--- src/rtl/axi4_lite_fifo_bridge.sv ---
// AXI4-Lite slave front end that forwards joined write requests and read requests into FIFOs
// and returns B/R responses from FWFT response FIFOs, with per-direction outstanding limits.
module axi4_lite_fifo_bridge #(
  parameter int unsigned G_ADDR_W    = 28,
  parameter int unsigned G_DATA_W    = 32,
  parameter int unsigned G_MAX_OUTST = 4
) (
  input  logic                                 aclk_i,
  input  logic                                 areset_n_i,
  input  logic                                 awvalid_i,
  output logic                                 awready_o,
  input  logic [G_ADDR_W-1:0]                  awaddr_i,
  input  logic [2:0]                           awprot_i,
  input  logic                                 wvalid_i,
  output logic                                 wready_o,
  input  logic [G_DATA_W-1:0]                  wdata_i,
  input  logic [G_DATA_W/8-1:0]                wstrb_i,
  output logic                                 bvalid_o,
  input  logic                                 bready_i,
  output logic [1:0]                           bresp_o,
  input  logic                                 arvalid_i,
  output logic                                 arready_o,
  input  logic [G_ADDR_W-1:0]                  araddr_i,
  input  logic [2:0]                           arprot_i,
  output logic                                 rvalid_o,
  input  logic                                 rready_i,
  output logic [G_DATA_W-1:0]                  rdata_o,
  output logic [1:0]                           rresp_o,
  input  logic                                 wr_req_full_i,
  output logic                                 wr_req_push_o,
  output logic [G_ADDR_W+G_DATA_W*9/8-1:0]     wr_req_data_o,
  input  logic                                 wr_resp_empty_i,
  input  logic [1:0]                           wr_resp_data_i,
  output logic                                 wr_resp_pull_o,
  input  logic                                 rd_req_full_i,
  output logic                                 rd_req_push_o,
  output logic [G_ADDR_W-1:0]                  rd_req_data_o,
  input  logic                                 rd_resp_empty_i,
  input  logic [G_DATA_W+1:0]                  rd_resp_data_i,
  output logic                                 rd_resp_pull_o,
  output logic [3:0]                           wr_outst_o,
  output logic [3:0]                           rd_outst_o
);

  localparam int unsigned STRB_W    = G_DATA_W / 8;
  localparam logic [3:0]  MAX_OUTST = 4'(G_MAX_OUTST);

  typedef enum logic {EMPTY, HELD} hold_t;

  hold_t               aw_st, w_st, ar_st;
  logic [G_ADDR_W-1:0] aw_addr, ar_addr;
  logic [G_DATA_W-1:0] w_data;
  logic [STRB_W-1:0]   w_strb;
  logic                wr_push, rd_push, wr_pull, rd_pull, b_hs, r_hs;
  logic                unused_prot;

  assign unused_prot = ^{awprot_i, arprot_i};

  assign awready_o = (aw_st == EMPTY);
  assign wready_o  = (w_st == EMPTY);
  assign arready_o = (ar_st == EMPTY);

  assign wr_push = (aw_st == HELD) && (w_st == HELD) && !wr_req_full_i && (wr_outst_o < MAX_OUTST);
  assign rd_push = (ar_st == HELD) && !rd_req_full_i && (rd_outst_o < MAX_OUTST);

  assign wr_req_push_o = wr_push;
  assign wr_req_data_o = {aw_addr, w_data, w_strb};
  assign rd_req_push_o = rd_push;
  assign rd_req_data_o = ar_addr;

  assign b_hs = bvalid_o && bready_i;
  assign r_hs = rvalid_o && rready_i;

  // Pulls are masked while reset is held so no response entry is consumed and lost.
  assign wr_pull = areset_n_i && !wr_resp_empty_i && (!bvalid_o || bready_i);
  assign rd_pull = areset_n_i && !rd_resp_empty_i && (!rvalid_o || rready_i);
  assign wr_resp_pull_o = wr_pull;
  assign rd_resp_pull_o = rd_pull;

  function automatic logic [3:0] next_count(input logic [3:0] cnt, input logic inc, input logic dec);
    logic [3:0] res;
    res = cnt;
    if (inc && !dec)
      res = cnt + 4'd1;
    else if (dec && !inc && cnt != '0)
      res = cnt - 4'd1;
    return res;
  endfunction

  always_ff @(posedge aclk_i or negedge areset_n_i) begin
    if (!areset_n_i) begin
      aw_st   <= EMPTY;
      aw_addr <= '0;
    end else if (wr_push) begin
      aw_st <= EMPTY;
    end else if (awvalid_i && aw_st == EMPTY) begin
      aw_st   <= HELD;
      aw_addr <= awaddr_i;
    end
  end

  always_ff @(posedge aclk_i or negedge areset_n_i) begin
    if (!areset_n_i) begin
      w_st   <= EMPTY;
      w_data <= '0;
      w_strb <= '0;
    end else if (wr_push) begin
      w_st <= EMPTY;
    end else if (wvalid_i && w_st == EMPTY) begin
      w_st   <= HELD;
      w_data <= wdata_i;
      w_strb <= wstrb_i;
    end
  end

  always_ff @(posedge aclk_i or negedge areset_n_i) begin
    if (!areset_n_i) begin
      ar_st   <= EMPTY;
      ar_addr <= '0;
    end else if (rd_push) begin
      ar_st <= EMPTY;
    end else if (arvalid_i && ar_st == EMPTY) begin
      ar_st   <= HELD;
      ar_addr <= araddr_i;
    end
  end

  // A pull coinciding with a handshake reloads the register, giving back-to-back responses.
  always_ff @(posedge aclk_i or negedge areset_n_i) begin
    if (!areset_n_i) begin
      bvalid_o <= 1'b0;
      bresp_o  <= '0;
    end else if (wr_pull) begin
      bvalid_o <= 1'b1;
      bresp_o  <= wr_resp_data_i;
    end else if (b_hs) begin
      bvalid_o <= 1'b0;
    end
  end

  always_ff @(posedge aclk_i or negedge areset_n_i) begin
    if (!areset_n_i) begin
      rvalid_o <= 1'b0;
      rdata_o  <= '0;
      rresp_o  <= '0;
    end else if (rd_pull) begin
      rvalid_o           <= 1'b1;
      {rdata_o, rresp_o} <= rd_resp_data_i;
    end else if (r_hs) begin
      rvalid_o <= 1'b0;
    end
  end

  always_ff @(posedge aclk_i or negedge areset_n_i) begin
    if (!areset_n_i) begin
      wr_outst_o <= '0;
      rd_outst_o <= '0;
    end else begin
      wr_outst_o <= next_count(wr_outst_o, wr_push, b_hs);
      rd_outst_o <= next_count(rd_outst_o, rd_push, r_hs);
    end
  end

endmodule

--- config.mk ---
export PLATFORM = sky130hd
export DESIGN_NAME = axi4_lite_fifo_bridge
export DESIGN_NICKNAME = d
export VERILOG_FILES = /design/src/rtl/axi4_lite_fifo_bridge.sv
export SDC_FILE = /design/constraint.sdc
export NUM_CORES = 1
export LEC_CHECK = 0
export ABC_CLOCK_PERIOD_IN_PS = 5950
export BUFFER_PORTS_ARGS = -buffer_cell sky130_fd_sc_hd__buf_2
export CAP_MARGIN = 40
export CORE_UTILIZATION = 45
export CTS_BUF_LIST = sky130_fd_sc_hd__clkbuf_8
export CTS_CLUSTER_DIAMETER = 50
export CTS_CLUSTER_SIZE = 12
export DETAILED_ROUTE_END_ITERATION = 6
export PLACE_DENSITY = 0.82
export SKIP_CTS_REPAIR_TIMING = 1
export SLEW_MARGIN = 10
export SYNTH_ARGS = -nofsm -noshare
export SYNTH_HDL_FRONTEND = slang
export SYNTH_SLANG_ARGS = --single-unit
--- constraint.sdc ---
create_clock -name aclk_i -period 5.95 [get_ports aclk_i]
set_input_delay 0.2975 -clock aclk_i [delete_from_list [all_inputs] [get_ports aclk_i]]
set_output_delay 0.2975 -clock aclk_i [all_outputs]
set_load 0.005 [all_outputs]
# After elaboration in Yosys (flattened, before gate mapping)
# Cells that the tools add are included.
dict set report classes {
  addsub 4
  n_lt_le_gt_ge 2
  muxes 14
  bitwise_logic 5
  n_reduce_logical 44
}
# operator count
set ops {}
lappend ops {{1-bit logical AND} 20}
lappend ops {{4-bit two-way mux} 4}
lappend ops {{2-bit nonzero test} 7}
lappend ops {{1-bit logical NOT} 10}
lappend ops {{1-bit two-way mux} 10}
lappend ops {{4-bit by 1-bit adder with 4-bit output (second input constant)} 2}
lappend ops {{4-bit by 3-bit < comparator with 1-bit output (second input constant)} 2}
lappend ops {{4-bit nonzero test} 2}
lappend ops {{4-bit by 1-bit subtractor with 4-bit output (second input constant)} 2}
lappend ops {{2-bit AND reduction} 3}
lappend ops {{1-bit inverter} 5}
lappend ops {{1-bit logical OR} 2}
dict set report word_totals {
  ff_bits 141
  wordCells 83
}

# Depth between registers and ports, before layout
# Gate-level depths: netlist of the first run.
dict set report logic_depth {
  word_depth 8
  depth_mapped 8
  depth_no_buf 8
}

# Worst setup path before layout of the first run
# OpenSTA, ideal clock, no wires.
dict set report synth_path {
  kind {reg-to-reg}
  startpoint {reg rd_outst_o[3]}
  endpoint {reg rd_outst_o[3]}
  setup_ns 0.069
  arrival_time_ns 2.172
  required_time_ns 5.881
  path_slack_ns 3.709
  stages_incl_launch_ff 8
  path_buffers 0
  synth_period_minus_slack_ns 2.241
  cell_sequence {dfrtp_1 nor4b_4 nand2_1 ha_1 a21oi_1 nand2_1 or4b_1 nand3_1}
}
dict set report synth_via {
  elab_chain_cells 6
}
# item line_no
set synth_rtl {}
lappend synth_rtl {{start: declaration} 42} ;# output logic [3:0] rd_outst_o
lappend synth_rtl {{start signal: assignment} 160} ;# rd_outst_o <= next_count(rd_outst_o, rd_push, r_hs);
lappend synth_rtl {{4-bit by 3-bit < comparator with 1-bit output (*)} 64} ;# assign rd_push = (ar_st == HELD) && !rd_req_full_i && (rd_outst_o < MAX_OUTST);
lappend synth_rtl {{1-bit logical AND (*)} 64}
lappend synth_rtl {{via rd_req_push_o} 36} ;# output logic rd_req_push_o,
lappend synth_rtl {{1-bit logical NOT} 85} ;# else if (dec && !inc && cnt != '0)
lappend synth_rtl {{1-bit logical AND (2 in series)} 85}
lappend synth_rtl {{2-bit nonzero test (no line)} n/a}
# The timed path passes the listed nets; every way through them passes the cells marked *. The select of a mux whose other input is x is not followed.
# A chain may end at the register's enable or synchronous reset.

# Final worst setup path of the first run
dict set report layout_path {
  startpoint {in areset_n_i}
  endpoint {out rd_resp_pull_o}
}
dict set report layout_via {
  elab_chain_cells 2
}
# item line_no
set layout_rtl {}
lappend layout_rtl {{start: declaration} 9} ;# input logic areset_n_i,
lappend layout_rtl {{1-bit logical AND (2 in series)} 76} ;# assign rd_pull = areset_n_i && !rd_resp_empty_i && (!rvalid_o || rready_i);
lappend layout_rtl {{end: declaration} 40} ;# output logic rd_resp_pull_o,
# No other way between the ends.

==> results.py, run 1 <==
metrics = {
    "placement": {
        "hpwl_um": 9750,
        "port_buffers": 283,
        "dp_cells": 770,
        "gp_congestion": 0.749,
    },
    "job": {
        "maxCapViolCount": 0,
    },
    "grt": {
        "grt_pass1_wl_um": 20000,
        "grt-ovfl-total": 0,
        "grt_pass1_vias": 4105,
        "met2_usage": 0.369,
        "grtUsageMet1": 0.225,
        "grt_usage": 0.207,
        "met3_usage": 0.0707,
        "antenna_found_initial": 0,
        "grt-busiest-layer": "met2",
        "grt_start_max_net_pins": 74,
    },
    "detailed_routing": {
        "ant_nets": 0,
        "drc": 0,
        "first_pass_iters": 4,
        "drt-initial-drc-count": 111,
        "vias_per_cell": 4.91,
        "vias": 3951,
        "drt-total-wl_um": 12900,
        "routedWlPerCell_um": 16.1,
    },
    "power_and_ir_drop": {
        "intPower_mw": 2.64,
        "clockPowerShare": 0.236,
        "switchingPower_mw": 1.10,
        "power_density_nw_per_um2": 488,
        "p_comb_frac": 0.338,
        "seq_power_share": 0.426,
        "netSwitchingFraction": 0.294,
        "vdd_drop_max_v": 0.000211,
        "total_power_mw": 3.74,
        "leakagePower_nw": 3.82,
    },
    "synthesis": {
        "ys_seq_area_frac": 0.639,
        "synth_cell_types": 30,
        "syn-cell-area_um2": 5520,
        "synth_ff_type": "dfrtp_1",
        "netlist_instances": 348,
        "synth.largest_area_cell": "dfrtp_1",
        "yosysWarningCount": 0,
        "synth_enable_flop_cells": 0,
        "netlist.area_leader.share": 0.639,
        "avgSynthCellArea_um2": 15.9,
        "syn_nets": 499,
        "ys_async_sr_fraction": 1.00,
        "synthTopCellsByArea": "dfrtp_1, mux2_2, buf_2",
        "ys_ff_latch": 141,
    },
    "worst_setup_path": {
        "crit_type": "in -> out",
        "reg2reg_slack_ns": 3.47,
        "critPathMaxFanout": 73,
        "crit_path_start": "areset_n_i",
        "critPathTopFamily": "buffers and inverters",
        "start_kind": "input pin",
        "cp-end-kind": "output port",
        "critPathMaxStageDelay_ns": 0.55,
        "r2r_cells": 7,
        "critPathSlowestCell": "dlygate4sd3_1",
        "reg2reg_from": "rd_outst_o[3]",
        "r2r-end": "rd_outst_o[3]",
        "cp.required_ns": 5.65,
        "crit_buf_inv": 4,
        "path_cells": "dlygate4sd3_1, buf_6, nand2b_1, a21oi_4, buf_16, buf_2",
        "worstPathArrival_ns": 2.52,
    },
    "timing": {
        "fin_tns_setup_ns": 0,
        "rsz0062_at_grt": "false",
        "slew-limit-headroom": 0.569,
        "worst_slew_pin_slew_ns": 0.644,
        "skew_ns": 0.00674,
        "fin_crit_ns": 2.82,
        "holdWs_ns": 0.0905,
        "fmax_mhz": 355,
        "setup_viol": 0,
        "hold_violations": 0,
        "fin_crit_sh": 0.474,
        "slew_violations": 0,
    },
    "layout": {
        "final_cells": 804,
        "antenna_cells": 0,
        "nFillCells": 926,
        "syn2layout_area_growth_pct": 38.8,
        "layout-drive-gt1-share": 0.699,
        "multi_input_area_um2": 1910,
        "nets": 795,
        "seqCellArea_um2": 3530,
    },
    "clock_tree": {
        "cts_buffers": 17,
        "tritoncts": "built",
        "path_clk_slew_ns": 0.08,
        "clock_sinks": 141,
        "cts_buffer_depth": 2,
        "cts_root_buf": "clkbuf_8",
        "cts.htree.levels": 4,
        "clkLatencyLatePin_ns": 0.43,
    },
    "floorplan": {
        "core_area_um2": 12000,
        "die_w_um": 113,
        "io_pins": 290,
        "die_y_um": 113,
        "die_area_um2": 12700,
        "rows": 40,
        "start_util": 0.461,
    },
    "hold_path": {
        "hold_end": "rdata_o[12]",
        "hold_class": "in -> reg",
        "hold_depth": 2,
        "hp-start": "rd_resp_data_i[14]",
    },
    "run_status": {
        "status": "finished, final reports clean",
    },
}
cell families after synthesis:
family	Yosys count	synth area share
mux	133	0.271
compound gates	13	0.0166
buf+inv	21	0.0172
simple gates	30	0.0329
flops	141	0.639
fa+ha+maj	6	0.0163
xor+xnor	4	0.00635
how the worst max path moves through the flow:
| stage | endpoint | cells past startpoint |
|---|---|---|
| detailed placement | rd_outst_o[3] | 7 |
| CTS | rd_outst_o[3] | 7 |
| finish | rd_resp_pull_o | 6 |
| global placement | rd_resp_pull_o | 4 |
| floorplan | rd_outst_o[3] | 7 |
| global route | rd_resp_pull_o | 6 |
state kept, by name, indices dropped and copies added (netlist names), 2 cells and up:
| name | flops |
|---|---|
| aw_addr | 28 |
| bresp_o | 2 |
| rd_outst_o | 4 |
| rd_req_data_o | 28 |
| rdata_o | 32 |
| rresp_o | 2 |
| w_data | 32 |
| w_strb | 4 |
| wr_outst_o | 4 |
area by class of cell:
class | count | area share
Clock buffer | 20 | 0.0359
Timing Repair Buffer | 290 | 0.202
Multi-Input combinational cell | 186 | 0.249
Tap cell | 147 | 0.0240
Sequential cell | 141 | 0.460
Inverter | 8 | 0.00392
Clock inverter | 12 | 0.0250
synthesized netlist by cell type, types with 2 or more instances:
cell type / instances
inv_1: 7
nand3_1: 4
fa_1: 2
xor2_1: 3
nor3_1: 2
dfrtp_1: 141
mux2_2: 130
nand2b_1: 3
buf_2: 13
o21ai_0: 3
a21oi_1: 4
nor2_1: 8
mux2_1: 3
ha_1: 4
nor2b_1: 3
nand2_1: 4
per-stage QoR:
step                      setup slack (ns)  area, um2   util
final                                 3.13       7660  0.641
after global routing                  2.89       7660  0.641
after CTS                             3.49       7620  0.637
after detailed placement              3.52       7160  0.598
after global placement                3.55       7090  0.593
after floorplan                       3.71       5520      -
layer usage:
layer,vias to the layer above,share of wire
met4,0,0.019
met2,183,0.54
met3,22,0.076
li1,1818,-
met5,-,0
met1,1928,0.37
placed cells by master, fill, tap and decap left out, types with 3 or more instances in the layout:
cell / synthesis / layout
a21oi_1: 4 / 4
dfrtp_1: 141 / 141
xor2_1: 3 / 3
nand3_1: 4 / 4
clkbuf_8: 0 / 20
buf_16: 0 / 3
mux2_1: 3 / 3
inv_1: 7 / 8
mux2_2: 130 / 130
ha_1: 4 / 4
bufinv_16: 0 / 5
nand2_1: 4 / 4
clkinv_2: 0 / 4
buf_2: 13 / 282
nor2_1: 8 / 8
nand2b_1: 3 / 3
o21ai_0: 3 / 3
power by group through the flow:
| stage | clock network [mW] | registers, mW | logic [mW] |
|---|---|---|---|
| final | 0.882 | 1.59 | 1.26 |
| after global routing | 0.944 | 1.65 | 1.37 |
| after CTS | 0.899 | 1.60 | 1.28 |
| after detailed placement | 0 | 1.62 | 1.27 |
| after global placement | 0 | 1.58 | 1.20 |
| after floorplan | 0 | 1.63 | 0.608 |
(Power assumes the default switching activity.)
==> inputs of run 2 (changes only) <==
--- a/config.mk
+++ b/config.mk
@@ -5,15 +5,15 @@
 export SDC_FILE = /design/constraint.sdc
 export NUM_CORES = 1
 export LEC_CHECK = 0
-export ABC_CLOCK_PERIOD_IN_PS = 5950
+export ABC_CLOCK_PERIOD_IN_PS = 2400
 export BUFFER_PORTS_ARGS = -buffer_cell sky130_fd_sc_hd__buf_2
 export CAP_MARGIN = 40
-export CORE_UTILIZATION = 45
+export CORE_UTILIZATION = 42
 export CTS_BUF_LIST = sky130_fd_sc_hd__clkbuf_8
 export CTS_CLUSTER_DIAMETER = 50
 export CTS_CLUSTER_SIZE = 12
 export DETAILED_ROUTE_END_ITERATION = 6
-export PLACE_DENSITY = 0.82
+export PLACE_DENSITY = 0.8
 export SKIP_CTS_REPAIR_TIMING = 1
 export SLEW_MARGIN = 10
 export SYNTH_ARGS = -nofsm -noshare
==> constraint.sdc (replaced) <==
create_clock -name aclk_i -period 2.4 [get_ports aclk_i]
set_input_delay 0.12 -clock aclk_i [delete_from_list [all_inputs] [get_ports aclk_i]]
set_output_delay 0.12 -clock aclk_i [all_outputs]
set_load 0.005 [all_outputs]
==> results.py, run 2 (synthesis results as in run 1) <==
metrics = {
    "floorplan": {
        "die_y_um": 117,
        "die_w_um": 117,
        "rows": 41,
        "die_area_um2": 13600,
        "core_area_um2": 12700,
        "start_util": 0.434,
        "io_pins": 290,
    },
    "clock_tree": {
        "cts_buffer_depth": 2,
        "path_clk_slew_ns": 0.07,
        "cts_root_buf": "clkbuf_8",
        "cts_buffers": 17,
        "clock_sinks": 141,
        "cts.htree.levels": 4,
        "clkLatencyLatePin_ns": 0.43,
        "tritoncts": "built",
    },
    "timing": {
        "fmax_mhz": 457,
        "worst_slew_pin_slew_ns": 0.523,
        "hold_violations": 1,
        "skew_ns": 0.00922,
        "holdWs_ns": -0.00100,
        "rsz0062_at_grt": "false",
        "fin_tns_setup_ns": 0,
        "fin_crit_sh": 0.912,
        "slew-limit-headroom": 0.651,
        "setup_viol": 0,
        "fin_crit_ns": 2.19,
        "slew_violations": 0,
    },
    "power_and_ir_drop": {
        "vdd_drop_max_v": 0.000537,
        "power_density_nw_per_um2": 1040,
        "total_power_mw": 9.26,
        "leakagePower_nw": 4.32,
    },
    "detailed_routing": {
        "drt-initial-drc-count": 208,
        "vias": 4514,
        "first_pass_iters": 4,
        "routedWlPerCell_um": 16.7,
        "ant_nets": 0,
        "drt-total-wl_um": 16100,
        "vias_per_cell": 4.68,
        "drc": 0,
    },
    "worst_setup_path": {
        "crit_end": "wr_outst_o[3]",
        "cp.required_ns": 2.73,
        "worstPathArrival_ns": 2.52,
        "start_kind": "flop",
        "path_cells": "nand4bb_1, nor2_2, nand2_1, ha_1, a21o_1, a211oi_2, nand3_1, o221ai_1",
        "r2r_cells": 8,
        "crit_buf_inv": 0,
        "critPathMaxFanout": 5,
        "reg2reg_from": "wr_outst_o[2]",
        "critPathSlowestCell": "dfrtp_1",
        "r2r-end": "wr_outst_o[3]",
        "crit_type": "reg -> reg",
        "crit_path_start": "wr_outst_o[2]",
        "reg2reg_slack_ns": 0.21,
        "cp.depth": 8,
        "critPathMaxStageDelay_ns": 0.44,
        "critPathTopFamily": "simple AND/OR/NAND/NOR gates",
        "cp-end-kind": "flop",
    },
    "grt": {
        "grt-ovfl-total": 0,
        "grt_start_max_net_pins": 70,
        "antenna_found_initial": 0,
        "grt_usage": 0.189,
        "grt_pass1_vias": 4014,
        "grt_pass1_wl_um": 19100,
    },
    "layout": {
        "mostFrequentLayoutCell": "buf_2",
        "antenna_cells": 0,
        "final_cells": 965,
        "syn2layout_area_growth_pct": 62.0,
        "layout-drive-gt1-share": 0.585,
        "nets": 932,
        "final_cell_mix": "buf_2, dfrtp_1, dlygate4sd3_1",
        "top_regs": "rdata_o (32), w_data (32)",
    },
    "placement": {
        "dp_cells": 799,
        "hpwl_um": 9730,
        "gp_congestion": 0.776,
        "port_buffers": 283,
    },
    "job": {
        "maxCapViolCount": 0,
    },
    "hold_path": {
        "hold_class": "in -> reg",
    },
    "run_status": {
        "violations": "negative hold slack",
        "status": "finished, violations left",
    },
}
-- run 2: changes by cell type in the layout (fill, tap and decap cells not counted), sizes merged --
| cell | before | now |
|---|---|---|
| dlygate4sd3 | 1 | 134 |
| buf | 289 | 293 |
| bufinv | 5 | 2 |
| clkinv | 6 | 4 |
| inv | 9 | 8 |
| clkinvlp | 0 | 5 |
-- run 2: layout make-up --
class,count,area [um2]
multi-input cells,186,1910
inverters,8,30.0
well taps,172,215
clock inverters,11,118
fillers,838,3780
flip-flops and latches,141,3530
repair buffers,427,2860
clock buffers,20,275
-- run 2: where the power goes --
part	internal (mW)	leakage [nW]	total, mW	switching, mW
clock network	0.991	0.188	1.87	0.883
logic	1.97	2.47	3.37	1.39
registers	3.38	1.67	4.02	0.639
-- run 2: worst min path at each step --
stage                          from     endpoint  slack, ns  cells past startpoint
floorplan                areset_n_i        ar_st      -0.18                      0
global placement         areset_n_i  rdata_o[21]       0.21                      2
detailed placement       areset_n_i   rdata_o[2]       0.21                      2
CTS                      areset_n_i   rdata_o[9]      -0.27                      2
global route        wr_resp_empty_i     bvalid_o      0.001                      3
finish              wr_resp_empty_i     bvalid_o     -0.001                      3
-- run 2: metrics by stage --
step	setup WS [ns]	util	area, um2
2_1_floorplan	0.159	-	5520
3_3_place_gp	0.297	0.564	7170
3_5_place_dp	0.191	0.564	7170
4_1_cts	0.150	0.595	7560
5_1_grt	0.0667	0.703	8940
6_report	0.210	0.703	8940
-- run 2: per-layer routing --
metal  vias up  GRT usage  share of wire
li1       2088          -              -
met1      2203      0.193           0.38
met2       187      0.349           0.53
met3        36     0.0643          0.068
met4         0     0.0844          0.026
met5         -          0              0
-- run 2: tightest hold or removal path, stage by stage --
cell      delay [ns]
buf_2           0.07
nand2b_1        0.10
o21ai_0         0.09
==> inputs of run 3 (changes only) <==
--- a/config.mk
+++ b/config.mk
@@ -14,6 +14,7 @@
 export CTS_CLUSTER_SIZE = 12
 export DETAILED_ROUTE_END_ITERATION = 6
 export PLACE_DENSITY = 0.8
+export REMOVE_ABC_BUFFERS = 1
 export SKIP_CTS_REPAIR_TIMING = 1
 export SLEW_MARGIN = 10
 export SYNTH_ARGS = -nofsm -noshare
==> results.py, run 3 (synthesis results as in run 1) <==
metrics = {
    "run_status": {
        "status": "finished, final reports clean",
    },
    "timing": {
        "slew_violations": 0,
        "skew_ns": 0.00981,
        "fin_crit_sh": 0.929,
        "fin_tns_setup_ns": 0,
        "fin_crit_ns": 2.23,
        "worst_slew_pin_slew_ns": 0.808,
        "hold_violations": 0,
        "slew-limit-headroom": 0.462,
        "setup_viol": 0,
        "fmax_mhz": 449,
        "rsz0062_at_grt": "false",
        "holdWs_ns": 0.0505,
    },
    "placement": {
        "gp_congestion": 0.801,
        "hpwl_um": 9370,
        "dp_cells": 796,
        "port_buffers": 283,
        "placed_area_um2": 7160,
    },
    "layout": {
        "top_regs": "rdata_o (32), w_data (32)",
        "mostFrequentLayoutCell": "buf_2",
        "layout-drive-gt1-share": 0.574,
        "stdcell_area_um2": 8860,
        "nFillCells": 854,
        "seqCellArea_um2": 3530,
        "syn2layout_area_growth_pct": 60.5,
        "nets": 929,
        "multi_input_area_um2": 1900,
        "final_cells": 963,
        "final_cell_mix": "buf_2, dfrtp_1, dlygate4sd3_1",
        "antenna_cells": 0,
    },
    "worst_setup_path": {
        "crit_path_start": "wr_outst_o[2]",
        "crit_type": "reg -> reg",
        "worstPathArrival_ns": 2.57,
        "path_cells": "nand4bb_1, nor2_2, nand2_1, ha_1, a21o_1, a211oi_1, nand3_1, o221ai_1",
        "start_kind": "flop",
        "reg2reg_from": "wr_outst_o[2]",
        "cp.required_ns": 2.74,
        "critPathMaxStageDelay_ns": 0.44,
        "critPathMaxFanout": 5,
        "cp-end-kind": "flop",
        "critPathSlowestCell": "dfrtp_1",
    },
    "clock_tree": {
        "cts_buffer_depth": 2,
        "cts.htree.levels": 4,
        "clock_sinks": 141,
        "cts_buffers": 17,
        "tritoncts": "built",
        "cts_root_buf": "clkbuf_8",
        "path_clk_slew_ns": 0.07,
        "clkLatencyLatePin_ns": 0.43,
    },
    "grt": {
        "grt_start_max_net_pins": 142,
        "grt_pass1_wl_um": 19200,
        "grt_usage": 0.188,
        "grt-ovfl-total": 0,
        "grt_pass1_vias": 4004,
        "antenna_found_initial": 0,
    },
    "power_and_ir_drop": {
        "netSwitchingFraction": 0.313,
        "power_density_nw_per_um2": 1020,
        "seq_power_share": 0.442,
        "vdd_drop_max_v": 0.000547,
        "switchingPower_mw": 2.82,
        "intPower_mw": 6.19,
        "p_comb_frac": 0.371,
        "leakagePower_nw": 4.32,
        "clockPowerShare": 0.187,
        "total_power_mw": 9.01,
    },
    "detailed_routing": {
        "vias_per_cell": 4.75,
        "ant_nets": 0,
        "drt-initial-drc-count": 172,
        "routedWlPerCell_um": 16.4,
        "first_pass_iters": 4,
        "drc": 0,
        "drt-total-wl_um": 15800,
        "vias": 4576,
    },
    "hold_path": {
        "hp-start": "rd_resp_empty_i",
        "hold_class": "in -> reg",
    },
    "job": {
        "maxCapViolCount": 0,
    },
    "floorplan": {
        "die_y_um": 117,
        "die_w_um": 117,
        "die_area_um2": 13600,
        "core_area_um2": 12700,
        "rows": 41,
        "io_pins": 290,
        "start_util": 0.434,
    },
}
-- run 3: changes by cell type in the layout (fill, tap and decap cells not counted), sizes merged --
cell	change
clkinvlp	-5
clkbuf	-1
bufinv	-1
clkinv	+2
buf	-4
inv	+6
dlygate4sd3	+1
-- run 3: metrics by stage --
stage	util	worst slack, ns
after floorplan	-	-0.169
after global placement	0.563	0.298
after detailed placement	0.563	0.205
after CTS	0.590	0.185
after global routing	0.696	0.0247
final	0.696	0.171
-- run 3: area by class of cell --
cell class              count  share of cell area
flip-flops and latches    141               0.398
clock buffers              19              0.0295
repair buffers            424               0.320
well taps                 172              0.0243
inverters                   8             0.00339
clock inverters            13             0.00975
multi-input cells         186               0.215
-- run 3: final timing paths --
check                      slack, ns  cells past startpoint       endpoint
hold reg to reg                 0.50                      1    aw_addr[22]
setup reg to reg                0.17                      8  wr_outst_o[3]
hold / removal                  0.05                      3       rvalid_o
setup / recovery                0.17                      8  wr_outst_o[3]
max in group asynchronous       1.38                      3    aw_addr[27]
min in group asynchronous       0.34                      3     w_data[12]
-- run 3: critical path: cells and delay by family, from the launching register on --
kind / cells / cell delay, ns
AOI/OAI and AO/OA: 3 / 0.62
DFF: 1 / 0.44
adders and majority gates: 1 / 0.30
and+or+nand+nor: 4 / 0.78
-- run 3: power groups by stage --
stage	sequential, mW	combinational (mW)	clock [mW]
2_1_floorplan	4.05	1.49	0
3_3_place_gp	3.92	3.01	0
3_5_place_dp	4.00	3.13	0
4_1_cts	3.96	3.14	1.72
5_1_grt	4.13	3.66	1.83
6_report	3.98	3.35	1.68
-- run 3: metal layers --
metal	wire length [um]	up-vias	GRT usage
met2	8300	194	0.329
met3	1050	49	0.0654
met1	5910	2243	0.205
met5	0	-	0
met4	504	0	0.0819
li1	-	2090	-
